## config.mk

```make
export PLATFORM = sky130hd
export DESIGN_NAME = iommu_fq_writer
export DESIGN_NICKNAME = d
export VERILOG_FILES = /design/src/rtl/iommu_fq_writer.sv
export SDC_FILE = /design/constraint.sdc
export NUM_CORES = 1
export LEC_CHECK = 0
export ABC_CLOCK_PERIOD_IN_PS = 5550
export CORE_AREA = 10 10 187 189
export DETAILED_ROUTE_END_ITERATION = 6
export DIE_AREA = 0 0 197 199
export GPL_ROUTABILITY_DRIVEN = 0
export PLACE_DENSITY = 0.87
export SKIP_CTS_REPAIR_TIMING = 1
export SLEW_MARGIN = 20
export SYNTH_ARGS = -nofsm -noshare
export SYNTH_HDL_FRONTEND = slang
export SYNTH_SLANG_ARGS = --single-unit
export TNS_END_PERCENT = 5
```

## constraint.sdc

```tcl
create_clock -name clk_i -period 5.55 [get_ports clk_i]
set_input_delay 1.11 -clock clk_i [delete_from_list [all_inputs] [get_ports clk_i]]
set_output_delay 1.11 -clock clk_i [all_outputs]
set_load 0.01 [all_outputs]
```

## src/rtl/iommu_fq_writer.sv

```systemverilog
// rtl/iommu_fq_writer.sv - IOMMU fault queue producer: packs fault events into 32-byte records
//
// Purpose: accepts fault events, writes each as a 4-beat 32-byte record into the
// memory-resident circular fault queue at {fqb_ppn,12'h000} + fqt*32, and maintains
// the tail index plus the overflow, memory-fault and interrupt-pending flags.
//
// Optional feature macro: IOMMU_FQ_DUP_FILTER_EN
//   defined   - drop an accepted event whose {cause,did,pid,pv,iotval} matches the
//               last successfully written record (no write, no flag change)
//   undefined - every accepted event is written
//
// Ports:
//   clk_i, rst_ni                 clock, synchronous active-low reset
//   fqen_i, fq_log2sz_i           queue enable, log2(entries)-1
//   fqb_ppn_i, fqh_i              queue base PPN, software head index
//   fqof_clr_i/fqmf_clr_i/fip_clr_i  one-cycle W1C strobes
//   ev_valid_i/ev_ready_o, ev_*   fault event handshake and record fields
//   wr_req_o/wr_addr_o/wr_data_o/wr_last_o/wr_gnt_i  per-beat memory write
//   wr_done_i, wr_err_i           single response per record
//   fqt_o, fq_on_o, fqof_o, fqmf_o, fip_o  tail index and status flags

module iommu_fq_writer #(
    parameter int PLEN       = 56,
    parameter int LOG2SZ_MAX = 15
) (
    input  logic                  clk_i,
    input  logic                  rst_ni,
    input  logic                  fqen_i,
    input  logic [4:0]            fq_log2sz_i,
    input  logic [PLEN-13:0]      fqb_ppn_i,
    input  logic [LOG2SZ_MAX-1:0] fqh_i,
    input  logic                  fqof_clr_i,
    input  logic                  fqmf_clr_i,
    input  logic                  fip_clr_i,
    input  logic                  ev_valid_i,
    output logic                  ev_ready_o,
    input  logic [11:0]           ev_cause_i,
    input  logic [5:0]            ev_ttyp_i,
    input  logic [23:0]           ev_did_i,
    input  logic [19:0]           ev_pid_i,
    input  logic                  ev_pv_i,
    input  logic                  ev_priv_i,
    input  logic [63:0]           ev_iotval_i,
    input  logic [63:0]           ev_iotval2_i,
    output logic                  wr_req_o,
    output logic [PLEN-1:0]       wr_addr_o,
    output logic [63:0]           wr_data_o,
    output logic                  wr_last_o,
    input  logic                  wr_gnt_i,
    input  logic                  wr_done_i,
    input  logic                  wr_err_i,
    output logic [LOG2SZ_MAX-1:0] fqt_o,
    output logic                  fq_on_o,
    output logic                  fqof_o,
    output logic                  fqmf_o,
    output logic                  fip_o
);

    typedef enum logic [1:0] {
        S_OFF,
        S_IDLE,
        S_WRITE,
        S_RESP
    } state_t;

    localparam int KEY_W = 12 + 24 + 20 + 1 + 64;

    state_t                  state;
    logic [1:0]              beat;
    logic [11:0]             cause_q;
    logic [23:0]             did_q;
    logic [19:0]             pid_q;
    logic                    pv_q;
    logic [63:0]             iotval_q;
    logic [63:0]             iotval2_q;

    logic [5:0]              sz_raw;
    logic [5:0]              sz_eff;
    logic [LOG2SZ_MAX:0]     mask_wide;
    logic [LOG2SZ_MAX-1:0]   idx_mask;
    logic [LOG2SZ_MAX-1:0]   fqt_inc;
    logic                    full;
    logic                    accept;
    logic                    is_dup;
    logic [PLEN-1:0]         slot_addr;

    // Entry count is 2^min(log2sz+1, LOG2SZ_MAX); indices wrap through idx_mask.
    always_comb begin
        sz_raw = {1'b0, fq_log2sz_i} + 6'd1;
        sz_eff = (sz_raw > 6'(LOG2SZ_MAX)) ? 6'(LOG2SZ_MAX) : sz_raw;
        mask_wide = ({{LOG2SZ_MAX{1'b0}}, 1'b1} << sz_eff) - {{LOG2SZ_MAX{1'b0}}, 1'b1};
        idx_mask = mask_wide[LOG2SZ_MAX-1:0];
        fqt_inc = (fqt_o + {{(LOG2SZ_MAX-1){1'b0}}, 1'b1}) & idx_mask;
        full = (fqt_inc == (fqh_i & idx_mask));
        slot_addr = {fqb_ppn_i, 12'h000}
                  + {{(PLEN-LOG2SZ_MAX-5){1'b0}}, fqt_o, 5'b00000};
    end

    assign ev_ready_o = (state == S_IDLE) && fqen_i && !fqmf_o;
    assign accept     = ev_valid_i && ev_ready_o;

`ifdef IOMMU_FQ_DUP_FILTER_EN
    logic             hist_valid;
    logic [KEY_W-1:0] hist_key;

    assign is_dup = hist_valid
                 && (hist_key == {ev_cause_i, ev_did_i, ev_pid_i, ev_pv_i, ev_iotval_i});

    // History follows successful writes only; errors and queue-off forget it.
    always_ff @(posedge clk_i) begin
        if (!rst_ni || state == S_OFF) begin
            hist_valid <= 1'b0;
            hist_key   <= '0;
        end else if (state == S_RESP && wr_done_i) begin
            if (wr_err_i) begin
                hist_valid <= 1'b0;
            end else begin
                hist_valid <= 1'b1;
                hist_key   <= {cause_q, did_q, pid_q, pv_q, iotval_q};
            end
        end
    end
`else
    assign is_dup = 1'b0;
`endif

    always_ff @(posedge clk_i) begin
        if (!rst_ni) begin
            state     <= S_OFF;
            beat      <= 2'd0;
            cause_q   <= '0;
            did_q     <= '0;
            pid_q     <= '0;
            pv_q      <= 1'b0;
            iotval_q  <= '0;
            iotval2_q <= '0;
            wr_req_o  <= 1'b0;
            wr_addr_o <= '0;
            wr_data_o <= '0;
            wr_last_o <= 1'b0;
            fqt_o     <= '0;
            fq_on_o   <= 1'b0;
            fqof_o    <= 1'b0;
            fqmf_o    <= 1'b0;
            fip_o     <= 1'b0;
        end else begin
            // Clears come first so a set in the same cycle overrides them.
            if (fqof_clr_i) fqof_o <= 1'b0;
            if (fqmf_clr_i) fqmf_o <= 1'b0;
            if (fip_clr_i)  fip_o  <= 1'b0;

            case (state)
                S_OFF: begin
                    if (fqen_i) begin
                        state   <= S_IDLE;
                        fq_on_o <= 1'b1;
                        fqt_o   <= '0;
                        fqof_o  <= 1'b0;
                        fqmf_o  <= 1'b0;
                    end
                end

                S_IDLE: begin
                    if (!fqen_i) begin
                        state   <= S_OFF;
                        fq_on_o <= 1'b0;
                        fqt_o   <= '0;
                    end else if (accept) begin
                        cause_q   <= ev_cause_i;
                        did_q     <= ev_did_i;
                        pid_q     <= ev_pid_i;
                        pv_q      <= ev_pv_i;
                        iotval_q  <= ev_iotval_i;
                        iotval2_q <= ev_iotval2_i;
                        if (is_dup) begin
                            state <= S_IDLE;
                        end else if (fqof_o || full) begin
                            fqof_o <= 1'b1;
                        end else begin
                            state     <= S_WRITE;
                            beat      <= 2'd0;
                            wr_req_o  <= 1'b1;
                            wr_addr_o <= slot_addr;
                            wr_data_o <= {ev_did_i, ev_ttyp_i, ev_priv_i, ev_pv_i,
                                          ev_pid_i, ev_cause_i};
                            wr_last_o <= 1'b0;
                        end
                    end
                end

                S_WRITE: begin
                    if (wr_gnt_i) begin
                        if (beat == 2'd3) begin
                            state     <= S_RESP;
                            wr_req_o  <= 1'b0;
                            wr_last_o <= 1'b0;
                        end else begin
                            beat      <= beat + 2'd1;
                            wr_addr_o <= wr_addr_o + PLEN'(8);
                            wr_last_o <= (beat == 2'd2);
                            case (beat)
                                2'd0:    wr_data_o <= 64'h0;
                                2'd1:    wr_data_o <= iotval_q;
                                default: wr_data_o <= iotval2_q;
                            endcase
                        end
                    end
                end

                S_RESP: begin
                    if (wr_done_i) begin
                        if (wr_err_i) begin
                            fqmf_o <= 1'b1;
                        end else begin
                            fqt_o <= fqt_inc;
                            fip_o <= 1'b1;
                        end
                        state <= S_IDLE;
                    end
                end

                default: state <= S_OFF;
            endcase
        end
    end

endmodule

```

==> flow_metrics.tcl <==
set metrics [dict create \
    syn_area_sq_um 15100 \
    worst-slew-pin-transition_ns 1.15 \
    p_seq_share_pct 42.3 \
    fmax_ghz 0.193 \
    cts_root_buf "clkbuf_16" \
    dieWidth_um 197 \
    fin_cells 2774 \
    ff2ff_setup_slack_ns 1.68 \
    hpwl_um 39200 \
    ys_types 93 \
    place_inst 2719 \
    grt_pass1_vias 16300 \
    num_io_pins 408 \
    pre_cts_ws_ns -0.190 \
    wl_met3_um 6380 \
    area_delta_synth_final_pct 34.0 \
    syn_area_per_cell_sq_um 7.40 \
    grt_overflow 0 \
    slowest_delay_ns 0.44 \
    critical_path_class "in2reg" \
    fin_ws_ns 0.375 \
    row_count 65 \
    netlist_top_cells_count "nand2_1, dfxtp_1, a21oi_1, clkbuf_1, inv_1" \
    insertion_delay_ns 0.54 \
    grt_pass1_wl_um 86300 \
    synth_warnings 0 \
    yosysSeqAreaShare_pct 35.8 \
    clk_path_buf_depth 3 \
    start_kind "input pin" \
    p_int_w 0.00364 \
    rsz0062_at_grt "no" \
    ir_worst_vdd_mv 0.209 \
    synth.largest_area_cell "dfxtp_1" \
    power_per_cell_area_nw_per_um2 251 \
    synthFlopType "dfxtp_1" \
    slowest_stage "clkdlybuf4s50_1" \
    track_usage_pct 26.6 \
    maxSlewViolCount 0 \
    cts.clk_slew.worst_paths_ns 0.06 \
    wl_per_cell_um 20.0 \
    port_buffers 404 \
    swShare_pct 28.4 \
    maxSlewHeadroom_pct 23.5 \
    die_h_um 199 \
    drive_gt1_share_pct 5.33 \
    min_period_ns 5.17 \
    comb_power_share_pct 20.7 \
    ys_seq_elements 270 \
    dr.pass1.iters 7 \
    cp-end-kind "flip-flop" \
    htreeDepth 1 \
    cts_inserted_buffers 29 \
    met1_length_um 20900 \
    antenna_found_initial 7 \
    avgViaCountPerCell 6.11 \
    core_area_sq_um 31200 \
    maxCapViolCount 0 \
    die_area_sq_um 39200 \
    final_nets 2637 \
    yosysTopAreaCellShare_pct 35.8 \
    async_reset_ff_share_pct 0 \
    wl_um 55600 \
    vias 16900 \
    ys_top_cells_by_area "dfxtp_1, nand2_1, a21oi_1" \
    cts_sinks 270 \
    synthCells 2040 \
    cts_tree "done" \
    antenna_left 0 \
    top_layer "met5" \
    hold_class "reg2reg" \
    p_switching_w 0.00145 \
    yosysMostFrequentCell "nand2_1" \
    crit_family "compound AO/OA/AOI/OAI gates" \
    skew_ns 0.00993 \
    post-route-period-util_pct 93.2 \
    finalHoldViolCount 0 \
    worst-path-max-fanout 55 \
    power_leakage_nw 6.51 \
    status "finished with violations" \
    synth_edf_count 0 \
    required_ns 6.01 \
    critPathArrivalTime_ns 5.64 \
    worst-path-buf-inv 3 \
    violations "DRC" \
    clkPwrFrac_pct 36.9 \
    initial_utilization_pct 48.4 \
    setup_violations 0 \
    drt_iter0_drc 1952 \
    drc 2 \
    grt_max_degree 109 \
    crit_chain "clkdlybuf4s50_1 > ha_1 > or2_2 > a21oi_2 > nor2_1 > nor2_1 > nand3_1 > ha_1 > nor4b_1 > a31o_2 > a311oi_2 > a2bb2oi_1 > nand4_4 > o31ai_4 > buf_12 > buf_4 > nand2_1 > a21oi_1" \
    wl_met2_um 26000 \
]
## power groups by stage
stage / clock network (W) / registers, W / logic, W
final: 0.00188 / 0.00215 / 0.00105
after global placement: 0 / 0.00219 / 0.00101
after CTS: 0.00190 / 0.00215 / 0.00104
after global routing: 0.00196 / 0.00217 / 0.00113
after detailed placement: 0 / 0.00219 / 0.00104
after floorplan: 0 / 0.00220 / 0.000499
## registers in the layout (all words and copies together), names as in the netlist
name,cells
fqmf_o,1
fqt_o,15
wr_req_o,1
fqof_o,1
beat,2
fq_on_o,1
wr_addr_o,53
iotval_q,64
fip_o,1
state,2
wr_data_o,64
iotval2_q,64
wr_last_o,1
## per-layer routing
| metal | vias up | GRT usage (%) |
|---|---|---|
| met5 | - | 0 |
| met3 | 168 | 7.67 |
| met2 | 997 | 44.0 |
| li1 | 7892 | - |
| met4 | 4 | 12.0 |
| met1 | 7887 | 31.3 |
## path summary, 6_finish.rpt
| check | from | to | cells past startpoint |
|---|---|---|---|
| max | fq_log2sz_i[1] | wr_data_o[23]$_SDFFE_PN0P_ | 18 |
| min | wr_data_o[39]$_SDFFE_PN0P_ | wr_data_o[39]$_SDFFE_PN0P_ | 2 |
| min reg2reg | wr_data_o[39]$_SDFFE_PN0P_ | wr_data_o[39]$_SDFFE_PN0P_ | 2 |
| max reg2reg | state[1]$_SDFFE_PN0P_ | wr_data_o[23]$_SDFFE_PN0P_ | 14 |
## metrics by stage
step           util, %  cell area (sq um)  hold slack (ns)    TNS (ns)  total power [W]
2_1_floorplan        -              15100            0.436           0          0.00270
3_3_place_gp      61.8              19300            0.441  -0.0000719          0.00320
3_5_place_dp      61.8              19300            0.446       -6.81          0.00323
4_1_cts           64.7              20200            0.454           0          0.00510
5_1_grt           64.8              20200            0.468           0          0.00527
6_report          64.8              20200            0.453           0          0.00509
## kinds of logic (layout without fill, tap and decap cells)
| family | count (synthesis) | after routing | synth area share [%] |
|---|---|---|---|
| and+or+nand+nor | 800 | 800 | 23.8 |
| buffers and inverters | 260 | 584 | 6.99 |
| AOI/OAI and AO/OA | 618 | 618 | 27.4 |
| xor gates and xnor gates | 62 | 62 | 3.60 |
| muxes | 6 | 6 | 0.398 |
| other | 1 | 9 | 0.0248 |
| adders and majority gates | 23 | 23 | 1.96 |
| DFF | 270 | 270 | 35.8 |
## final cells by class
| type | count | area [sq um] |
|---|---|---|
| timing repair buffer | 437 | 4320 |
| multi-input combinational | 1512 | 8710 |
| inverter | 98 | 373 |
| antenna | 6 | 15.0 |
| tap | 402 | 503 |
| fill | 2605 | 11000 |
| clock buffer | 43 | 848 |
| sequential | 270 | 5410 |
| clock inverter | 6 | 57.6 |
## cell usage in the layout (no fill, tap or decap), types with 50 or more instances in the layout
cell / count
clkdlybuf4s50_1: 403
nand3_1: 54
a21oi_1: 260
o311ai_0: 70
inv_1: 97
o21ai_0: 50
dfxtp_1: 270
nand2_1: 481
o211ai_1: 71
nor2_1: 80
## tightest hold or removal path: stages (launching register included)
cell and delay (ns):
dfxtp_1 0.30, nand2_1 0.05, a21oi_1 0.05
Power figures use the tool's default switching activity.
